## src/rtl/sodor5_itype_ref_exec.sv

```systemverilog
// -----------------------------------------------------------------------------
// sodor5_itype_ref_exec
//
// Golden reference executor for the RV32I OP-IMM instruction stream that is
// driven into the sodor5 core. It decodes ADDI/SLTI/SLTIU/XORI/ORI/ANDI/SLLI/
// SRLI/SRAI against a shadow 32x32 register file. It produces one commit record
// per accepted instruction, so the core's writeback can be compared with it.
//
// Pipeline
//   S1 : holds the raw instruction. It decodes it and executes it
//        combinationally, again on every cycle, so a stalled S1 always sees
//        the freshest operand.
//   S2 : holds the commit record that is presented on the commit_* outputs.
//
// Handshake semantics (both sides follow strict valid/ready)
//   A transfer happens on a rising clk edge when valid and ready are both high.
//   Valid never depends on ready. instr_ready depends combinationally on
//   commit_ready, so a full pipeline can still take a new instruction on the
//   same edge that S2 drains. There is no combinational path from instr_valid
//   to any output.
//
// Ports
//   clk            in   1      clock, all state updates on posedge
//   reset          in   1      synchronous, active-high; does not clear regfile
//   instr_valid    in   1      instr holds an instruction to execute
//   instr          in   32     raw instruction word
//   instr_ready    out  1      instruction accepted on this edge if instr_valid
//   rf_init_we     in   1      shadow regfile seeding write enable
//   rf_init_addr   in   5      shadow regfile seeding index (x0 ignored)
//   rf_init_data   in   XLEN   shadow regfile seeding data
//   commit_valid   out  1      S2 holds a commit record
//   commit_ready   in   1      consumer takes the record on this edge
//   commit_rd      out  5      destination index, instr[11:7]
//   commit_wdata   out  XLEN   result; 0 when rd==0 or the instruction is illegal
//   commit_illegal out  1      instruction is not a legal OP-IMM
//   commit_count   out  CNT_W  number of records consumed, wraps
// -----------------------------------------------------------------------------
module sodor5_itype_ref_exec #(
    parameter int XLEN  = 32,   // only 32 is supported
    parameter int NREGS = 32,
    parameter int CNT_W = 32
) (
    input  logic             clk,
    input  logic             reset,
    input  logic             instr_valid,
    input  logic [31:0]      instr,
    output logic             instr_ready,
    input  logic             rf_init_we,
    input  logic [4:0]       rf_init_addr,
    input  logic [XLEN-1:0]  rf_init_data,
    output logic             commit_valid,
    input  logic             commit_ready,
    output logic [4:0]       commit_rd,
    output logic [XLEN-1:0]  commit_wdata,
    output logic             commit_illegal,
    output logic [CNT_W-1:0] commit_count
);

    localparam logic [6:0] OPC_OP_IMM = 7'b0010011;

    localparam logic [2:0] F3_ADDI  = 3'd0;
    localparam logic [2:0] F3_SLLI  = 3'd1;
    localparam logic [2:0] F3_SLTI  = 3'd2;
    localparam logic [2:0] F3_SLTIU = 3'd3;
    localparam logic [2:0] F3_XORI  = 3'd4;
    localparam logic [2:0] F3_SRXI  = 3'd5;
    localparam logic [2:0] F3_ORI   = 3'd6;
    localparam logic [2:0] F3_ANDI  = 3'd7;

    localparam logic [6:0] HI7_ZERO = 7'b0000000;
    localparam logic [6:0] HI7_SRAI = 7'b0100000;

    typedef enum logic [3:0] {
        OP_ADDI,
        OP_SLTI,
        OP_SLTIU,
        OP_XORI,
        OP_ORI,
        OP_ANDI,
        OP_SLLI,
        OP_SRLI,
        OP_SRAI,
        OP_ILLEGAL
    } op_e;

    // -------------------------------------------------------------------------
    // Pipeline state
    // -------------------------------------------------------------------------
    logic            s1_valid;
    logic [31:0]     s1_instr;

    logic            s2_valid;
    logic [4:0]      s2_rd;
    logic [XLEN-1:0] s2_wdata;
    logic            s2_illegal;

    logic [XLEN-1:0] rf [NREGS];

    // -------------------------------------------------------------------------
    // Handshake
    // -------------------------------------------------------------------------
    logic s2_adv;
    logic s1_move;
    logic accept;
    logic fire;

    assign s2_adv      = !s2_valid || commit_ready;
    assign instr_ready = !s1_valid || s2_adv;
    assign accept      = instr_valid && instr_ready;
    assign fire        = s2_valid && commit_ready;
    assign s1_move     = s1_valid && s2_adv;

    // -------------------------------------------------------------------------
    // S1 field extraction
    // -------------------------------------------------------------------------
    logic [6:0]      s1_opcode;
    logic [4:0]      s1_rd;
    logic [2:0]      s1_funct3;
    logic [4:0]      s1_rs1;
    logic [6:0]      s1_hi7;
    logic [4:0]      s1_shamt;
    logic [XLEN-1:0] s1_imm;

    assign s1_opcode = s1_instr[6:0];
    assign s1_rd     = s1_instr[11:7];
    assign s1_funct3 = s1_instr[14:12];
    assign s1_rs1    = s1_instr[19:15];
    assign s1_hi7    = s1_instr[31:25];
    assign s1_shamt  = s1_instr[24:20];
    assign s1_imm    = {{(XLEN-12){s1_instr[31]}}, s1_instr[31:20]};

    // -------------------------------------------------------------------------
    // S1 decode: shift encodings are only legal with a clean upper immediate,
    // and for right shifts imm[10] alone distinguishes SRAI from SRLI.
    // -------------------------------------------------------------------------
    op_e s1_op;

    always_comb begin
        s1_op = OP_ILLEGAL;
        if (s1_opcode == OPC_OP_IMM) begin
            case (s1_funct3)
                F3_ADDI:  s1_op = OP_ADDI;
                F3_SLTI:  s1_op = OP_SLTI;
                F3_SLTIU: s1_op = OP_SLTIU;
                F3_XORI:  s1_op = OP_XORI;
                F3_ORI:   s1_op = OP_ORI;
                F3_ANDI:  s1_op = OP_ANDI;
                F3_SLLI: begin
                    if (s1_hi7 == HI7_ZERO) begin
                        s1_op = OP_SLLI;
                    end
                end
                F3_SRXI: begin
                    if (s1_hi7 == HI7_ZERO) begin
                        s1_op = OP_SRLI;
                    end else if (s1_hi7 == HI7_SRAI) begin
                        s1_op = OP_SRAI;
                    end
                end
                default: s1_op = OP_ILLEGAL;
            endcase
        end
    end

    logic s1_legal;
    assign s1_legal = (s1_op != OP_ILLEGAL);

    // -------------------------------------------------------------------------
    // S1 operand read. The only in-flight producer an S1 instruction can depend
    // on is the record sitting in S2; records that do not write the regfile
    // (illegal or rd==x0) must not be forwarded.
    // -------------------------------------------------------------------------
    logic [XLEN-1:0] s1_op_a;

    always_comb begin
        s1_op_a = '0;
        if (s1_rs1 == 5'd0) begin
            s1_op_a = '0;
        end else if (s2_valid && !s2_illegal && (s2_rd != 5'd0) && (s2_rd == s1_rs1)) begin
            s1_op_a = s2_wdata;
        end else begin
            s1_op_a = rf[s1_rs1];
        end
    end

    // -------------------------------------------------------------------------
    // S1 execute
    // -------------------------------------------------------------------------
    logic [XLEN-1:0] s1_alu;
    logic [XLEN-1:0] s1_wdata;

    always_comb begin
        s1_alu = '0;
        case (s1_op)
            OP_ADDI:  s1_alu = s1_op_a + s1_imm;
            OP_SLTI:  s1_alu = {{(XLEN-1){1'b0}}, ($signed(s1_op_a) < $signed(s1_imm))};
            OP_SLTIU: s1_alu = {{(XLEN-1){1'b0}}, (s1_op_a < s1_imm)};
            OP_XORI:  s1_alu = s1_op_a ^ s1_imm;
            OP_ORI:   s1_alu = s1_op_a | s1_imm;
            OP_ANDI:  s1_alu = s1_op_a & s1_imm;
            OP_SLLI:  s1_alu = s1_op_a << s1_shamt;
            OP_SRLI:  s1_alu = s1_op_a >> s1_shamt;
            OP_SRAI:  s1_alu = $unsigned($signed(s1_op_a) >>> s1_shamt);
            default:  s1_alu = '0;
        endcase
    end

    // The record carries 0 whenever it will not write the regfile, so the
    // consumer can compare wdata without first checking rd/illegal.
    assign s1_wdata = (s1_legal && (s1_rd != 5'd0)) ? s1_alu : '0;

    // -------------------------------------------------------------------------
    // Pipeline control and commit counter
    // -------------------------------------------------------------------------
    always_ff @(posedge clk) begin
        if (reset) begin
            s1_valid     <= 1'b0;
            s2_valid     <= 1'b0;
            s2_rd        <= '0;
            s2_wdata     <= '0;
            s2_illegal   <= 1'b0;
            commit_count <= '0;
        end else begin
            if (accept) begin
                s1_valid <= 1'b1;
            end else if (s1_move) begin
                s1_valid <= 1'b0;
            end

            if (s1_move) begin
                s2_valid   <= 1'b1;
                s2_rd      <= s1_rd;
                s2_wdata   <= s1_wdata;
                s2_illegal <= !s1_legal;
            end else if (fire) begin
                s2_valid <= 1'b0;
            end

            if (fire) begin
                commit_count <= commit_count + CNT_W'(1);
            end
        end
    end

    // The S1 instruction word is pure payload, qualified by s1_valid.
    always_ff @(posedge clk) begin
        if (accept) begin
            s1_instr <= instr;
        end
    end

    // -------------------------------------------------------------------------
    // Shadow regfile. Not cleared by reset. The writeback assignment comes last
    // so it overrides a colliding seed write to the same index. A commit that
    // coincides with reset is discarded, so it does not write.
    // -------------------------------------------------------------------------
    always_ff @(posedge clk) begin
        if (rf_init_we && (rf_init_addr != 5'd0)) begin
            rf[rf_init_addr] <= rf_init_data;
        end
        if (fire && !reset && !s2_illegal && (s2_rd != 5'd0)) begin
            rf[s2_rd] <= s2_wdata;
        end
    end

    // -------------------------------------------------------------------------
    // Commit outputs
    // -------------------------------------------------------------------------
    assign commit_valid   = s2_valid;
    assign commit_rd      = s2_rd;
    assign commit_wdata   = s2_wdata;
    assign commit_illegal = s2_illegal;

endmodule

```

## config.mk

```make
export PLATFORM = sky130hd
export DESIGN_NAME = sodor5_itype_ref_exec
export DESIGN_NICKNAME = d
export VERILOG_FILES = /design/src/rtl/sodor5_itype_ref_exec.sv
export SDC_FILE = /design/constraint.sdc
export NUM_CORES = 2
export LEC_CHECK = 0
export ABC_AREA = 1
export CAP_MARGIN = 25
export CORE_MARGIN = 8
export CORE_UTILIZATION = 45
export CTS_BUF_LIST = sky130_fd_sc_hd__clkbuf_4 sky130_fd_sc_hd__clkbuf_8
export CTS_CLUSTER_SIZE = 24
export DETAILED_ROUTE_END_ITERATION = 8
export SETUP_SLACK_MARGIN = 0.15
export SLEW_MARGIN = 20
export SYNTH_ARGS = -nofsm -noshare
export SYNTH_HDL_FRONTEND = slang
export SYNTH_SLANG_ARGS = --single-unit
export TNS_END_PERCENT = 50
```

## constraint.sdc

```tcl
create_clock -name clk -period 3.8 [get_ports clk]
set_input_delay 0.76 -clock clk [delete_from_list [all_inputs] [get_ports clk]]
set_output_delay 0.76 -clock clk [all_outputs]
set_load 0.005 [all_outputs]
```

; ---- After elaboration in Yosys (flattened, before gate mapping)
; Memory sizes are Yosys's and may differ from the RTL's. A register that Yosys moved wholly into a read port is not among the register bits.
; Index checks and enable logic that the tools add are counted.
[totals]
regBits = 104
latchBits = 0
ramBits = 1024
rom_bits = 0
wordCells = 82
mem_count = 1
[mem_list]
columns = name, depth, word_bits, rd, rd_ports_with_merged_regs, wr, line_no
row1 = rf, 32, 32, 1, 1, 2, 97  ; logic [XLEN-1:0] rf [NREGS];
[op_classes]
n_addsub = 2
n_mul = 0
div_mod_pow = 0
magnitude_cmp = 2
n_eq_ne = 19
n_shift = 3
muxes = 18
bitwise = 3
n_reduce_logical = 27
[op_table]
columns = cell, count
row1 = case mux 32 bit (9 select lines), 1
row2 = 2-to-1 mux 32 bit, 3
row3 = "adder 32 x 1 -> 32 bit, second input constant", 1
row4 = adder 32 bit, 1
row5 = bitwise AND 32 bit, 1
row6 = < comparator 32 x 12 -> 1 bit, 1
row7 = < comparator 32 bit, 1
row8 = OR 32 bit, 1
row9 = case mux 4 bit (8 select lines), 1
row10 = << shifter 32 x 5 -> 32 bit, 1
row11 = >> shifter 32 x 5 -> 32 bit, 1
row12 = >>> shifter 32 x 5 -> 32 bit, 1
row13 = bitwise XOR 32 bit, 1
row14 = "equality test 4 x 3 -> 1 bit, second input constant", 4
row15 = nonzero test 5 bit, 3
row16 = "equality test 3 bit, second input constant", 4
row17 = 2-to-1 mux 4 bit, 3
row18 = logical AND 1 bit, 11
row19 = 2-to-1 mux 1 bit, 9
row20 = "equality test 4 x 2 -> 1 bit, second input constant", 2
row21 = "equality test 7 x 5 -> 1 bit, second input constant", 1
row22 = "equality test 7 x 6 -> 1 bit, second input constant", 1
row23 = zero test 7 bit, 1
row24 = "equality test 3 x 2 -> 1 bit, second input constant", 2
row25 = other kinds (12), 18

; ---- Logic depth before layout (Yosys ltp)
[depth]
ltp_word = 9
mapped_depth = 35

; ---- Worst setup path before layout
; No wires, ideal clock.
[synth_timing]
path_type = input to register
from = input rf_init_addr[4]
to = memory rf[10][0], enable pin
setup_ns = 0.466
t_arrival_ns = 3.512
path_slack_ns = -0.178
cell_stages = 8
path_buffers = 0
cell_sequence = nor2_1 -> inv_1 -> nor2_1 -> inv_1 -> o21ai_0 -> inv_1 -> nand2_1 -> o21ai_0
[synth_lines]
columns = item, line_no
row1 = start: declaration, 49  ; input logic [4:0] rf_init_addr,
row2 = end: declaration, 97

==> flow_results.xml <==
<?xml version="1.0" encoding="UTF-8"?>
<metrics>
  <group name="outcome">
    <metric name="status" unit="">complete, but fails checks</metric>
    <metric name="failed_checks" unit="">setup timing</metric>
  </group>
  <group name="clocking">
    <metric name="cts_tree" unit="">done</metric>
    <metric name="clk_path_buf_depth" unit="">3</metric>
    <metric name="worst_skew_pair.late_latency" unit="ns">0.97</metric>
    <metric name="cts.reportedPaths.clkPinSlew" unit="ns">0.06</metric>
    <metric name="tritoncts.num_buffers" unit="">197</metric>
    <metric name="cts_htree_levels" unit="">4</metric>
    <metric name="cts.sink_count" unit="">1133</metric>
    <metric name="clockRootBuffer" unit="">clkbuf_8</metric>
  </group>
  <group name="drt">
    <metric name="drt-total-wl" unit="µm">279000</metric>
    <metric name="vias" unit="">63500</metric>
    <metric name="drtIter0Drc" unit="">8800</metric>
    <metric name="route.detailed.wl_per_inst" unit="µm">25.6</metric>
    <metric name="antenna_violating_nets_post_route" unit="">0</metric>
    <metric name="drc" unit="">0</metric>
    <metric name="vias_per_cell" unit="">5.81</metric>
    <metric name="drt_pre_antenna_iters" unit="">7</metric>
  </group>
  <group name="floorplan">
    <metric name="core_region_area" unit="mm²">0.146</metric>
    <metric name="fp.dieArea" unit="mm²">0.159</metric>
    <metric name="die-height" unit="µm">399</metric>
    <metric name="boundaryPins" unit="">146</metric>
    <metric name="die_span_x" unit="µm">399</metric>
    <metric name="num_rows" unit="">140</metric>
    <metric name="start_util" unit="%">45.3</metric>
  </group>
  <group name="sta">
    <metric name="relative_slew_slack" unit="%">28.6</metric>
    <metric name="hold_violations" unit="">0</metric>
    <metric name="layout_worst_path_cycle_share" unit="%">110</metric>
    <metric name="fmax" unit="MHz">239</metric>
    <metric name="tns" unit="ns">-8.17</metric>
    <metric name="final.hold.worst_slack" unit="ns">0.381</metric>
    <metric name="drv_slew" unit="">0</metric>
    <metric name="report.final.setup_viol" unit="">28</metric>
    <metric name="clock_skew" unit="ns">0.0519</metric>
    <metric name="setup_slack" unit="ns">-0.383</metric>
    <metric name="grt_setup_unrepaired" unit="">yes</metric>
    <metric name="tightest_slew" unit="ns">1.07</metric>
    <metric name="post-route-min-period" unit="ns">4.18</metric>
  </group>
  <group name="layout">
    <metric name="layoutNonFillerInstCount" unit="">10900</metric>
    <metric name="finalNetCount" unit="">9002</metric>
    <metric name="area_growth_syn_to_layout" unit="%">24.6</metric>
    <metric name="drive_gt1_share" unit="%">18.7</metric>
    <metric name="num-fill-cells" unit="">13300</metric>
  </group>
  <group name="setup_path">
    <metric name="crit_path_max_fanout" unit="">17</metric>
    <metric name="worstSetupEndpointType" unit="">register</metric>
    <metric name="critPathTopFamily" unit="">simple AND/OR/NAND/NOR gates</metric>
    <metric name="cp.arrival" unit="ns">5.03</metric>
    <metric name="timing.critical_path.required" unit="ns">4.65</metric>
    <metric name="critPathBufInv" unit="">10</metric>
    <metric name="timing.critical_path.slowest_stage_cell" unit="">dfxtp_4</metric>
    <metric name="cp_slowest_stage_delay" unit="ns">0.38</metric>
    <metric name="timing.setup.critical_path_class" unit="">reg -&gt; reg</metric>
    <metric name="startpoint_type" unit="">register</metric>
    <metric name="crit_path_most_repeated_cell" unit="">buf_4</metric>
    <metric name="setup.reg_to_reg.worst_slack" unit="ns">-0.38</metric>
  </group>
  <group name="logic_synthesis">
    <metric name="main_combinational_cell_family_by_area_after_synthesis" unit="">simple AND/OR/NAND/NOR gates</metric>
    <metric name="synth.yosys.warnings" unit="">0</metric>
    <metric name="synth_xor_area_share" unit="%">0.212</metric>
    <metric name="post-synth-top-area-cell" unit="">edfxtp_1</metric>
    <metric name="synth_enable_flop_cells" unit="">1056</metric>
    <metric name="most_common_cell_in_the_synthesized_netlist" unit="">nand2_1</metric>
    <metric name="syn_avg_cell_area" unit="µm²">7.88</metric>
    <metric name="synthDistinctLibCells" unit="">61</metric>
    <metric name="synth-compound-area-share" unit="%">12.5</metric>
    <metric name="postSynth.asyncResetShare" unit="%">0</metric>
    <metric name="netlist.area_leader.share" unit="%">48.1</metric>
    <metric name="simple_gate_area_share_of_the_yosys_netlist" unit="%">26.5</metric>
    <metric name="netlist_instances" unit="">8371</metric>
    <metric name="ys_dominant_reg_cell" unit="">edfxtp_1</metric>
    <metric name="sequential_element_share_of_the_synthesized_area" unit="%">50.4</metric>
    <metric name="synth_mux_area_share" unit="%">0</metric>
    <metric name="synth.top_cells.by_area" unit="">edfxtp_1, nand2_1, o21ai_0, nand3_1, inv_1</metric>
    <metric name="mappedNetlistArea" unit="mm²">0.0660</metric>
    <metric name="postSynthRegisterBits" unit="">1133</metric>
    <metric name="synth-adder-area-share" unit="%">1.89</metric>
    <metric name="ys_top_cells_by_count" unit="">nand2_1, o21ai_0, edfxtp_1</metric>
  </group>
  <group name="placement">
    <metric name="placed_cells" unit="">10400</metric>
    <metric name="gp_congestion" unit="">0.988</metric>
    <metric name="pre_cts_ws" unit="ns">-1.06</metric>
    <metric name="dp.final_hpwl" unit="µm">182000</metric>
    <metric name="placement.io_buffers" unit="">145</metric>
  </group>
  <group name="global_route">
    <metric name="pin_count_of_the_biggest_net_entering_global_routing" unit="">68</metric>
    <metric name="vias_in_the_first_global_route" unit="">58200</metric>
    <metric name="grt_util_all_layers" unit="%">33.4</metric>
    <metric name="grt_overflow" unit="">0</metric>
    <metric name="grt_antenna_before_repair" unit="">7</metric>
    <metric name="grt_first_pass_wirelength" unit="µm">396000</metric>
  </group>
  <group name="power_and_ir_drop">
    <metric name="proportion_of_power_drawn_by_flip_flops_and_latches" unit="%">42.7</metric>
    <metric name="power.clock.fraction" unit="%">35.3</metric>
    <metric name="p_int" unit="mW">22.6</metric>
    <metric name="cellPowerDensity" unit="mW/mm²">395</metric>
    <metric name="fin_total_pwr" unit="mW">32.4</metric>
    <metric name="total_leakage_power" unit="nW">35.0</metric>
    <metric name="power.combinational.fraction" unit="%">22.0</metric>
    <metric name="netSwitchingPower" unit="mW">9.88</metric>
    <metric name="sw_frac_of_total" unit="%">30.4</metric>
    <metric name="vdd.ir_drop.worst" unit="µV">302</metric>
  </group>
  <group name="run">
    <metric name="drv_cap" unit="">0</metric>
  </group>
  <group name="hold_path">
    <metric name="worstHoldPathType" unit="">in -&gt; reg</metric>
  </group>
</metrics>
metrics by stage:
step	instance area, µm²	utilization [%]
2_1_floorplan	66100	-
3_3_place_gp	74300	51.1
3_5_place_dp	74300	51.1
4_1_cts	80100	55.0
5_1_grt	82200	56.5
6_report	82200	56.5
layer usage:
| metal | wire length [µm] | vias up | GRT usage [%] | part of all wire [%] |
|---|---|---|---|---|
| met2 | 121000 | 4177 | 50.2 | 43 |
| li1 | - | 28800 | - | - |
| met1 | 110000 | 29800 | 46.1 | 40 |
| met5 | 20 | - | 0.554 | 0.0072 |
| met3 | 34100 | 701 | 7.13 | 12 |
| met4 | 14200 | 2 | 15.3 | 5.1 |
layout make-up:
type,count,area (µm²),share of cell area [%]
Antenna cell,7,17.5,0.0213
Timing Repair inverter,5,108,0.131
Clock inverter,86,541,0.658
Inverter,551,2130,2.59
Timing Repair Buffer,980,10800,13.1
Multi-Input combinational cell,5961,29600,36.0
Tap cell,1917,2400,2.92
Sequential cell,1133,33300,40.5
Clock buffer,274,3370,4.10
cells in the final DEF (no fill, tap or decap), types with 62 or more instances in the layout:
master,instances
nand2_2,104
nand2_1,2641
buf_4,591
o21ai_0,1167
clkbuf_4,64
ha_1,62
clkdlybuf4s50_1,138
buf_12,157
nor2_1,406
nand3_2,97
dfxtp_1,71
nand3_1,803
a21oi_1,114
edfxtp_1,1056
o21ai_1,86
clkbuf_8,210
o211ai_1,72
inv_1,495
cell families after synthesis:
logic type / after synthesis
simple gates: 4233
compound gates: 1581
buf+inv: 1308
flops: 1133
fa+ha+maj: 99
xor+xnor: 16
other cells: 1
final timing paths:
| kind | start | to | cells after the start |
|---|---|---|---|
| setup / recovery | register | commit_wdata[9] | 30 |
| hold reg to reg | commit_count[28] | commit_count[28] | 2 |
| hold / removal | instr[10] | s1_instr[10] | 1 |
| setup reg to reg | register | commit_wdata[9] | 30 |
power by group through the flow:
stage	registers (mW)	logic (mW)	clock network, mW
4_1_cts	13.8	6.42	11.5
2_1_floorplan	14.1	3.21	0
6_report	13.8	7.13	11.5
3_5_place_dp	14.1	5.81	0
3_3_place_gp	14.1	5.78	0
5_1_grt	13.8	7.63	12.1
sequential cells by signal (all words and copies together) (netlist names), named ones only:
name,flops
commit_count,32
commit_illegal,1
commit_rd,5
commit_valid,1
commit_wdata,32
rf,1024
s1_instr,32
s1_valid,1
timing repair:
action,in CTS,in global routing
hold buffers,0,0
gates cloned,13,25
setup buffers,26,40
setup endpoints to repair,32,32
pin swaps,78,146
gates resized for setup,330,259
Note: power is estimated with default switching activity, not from simulation.
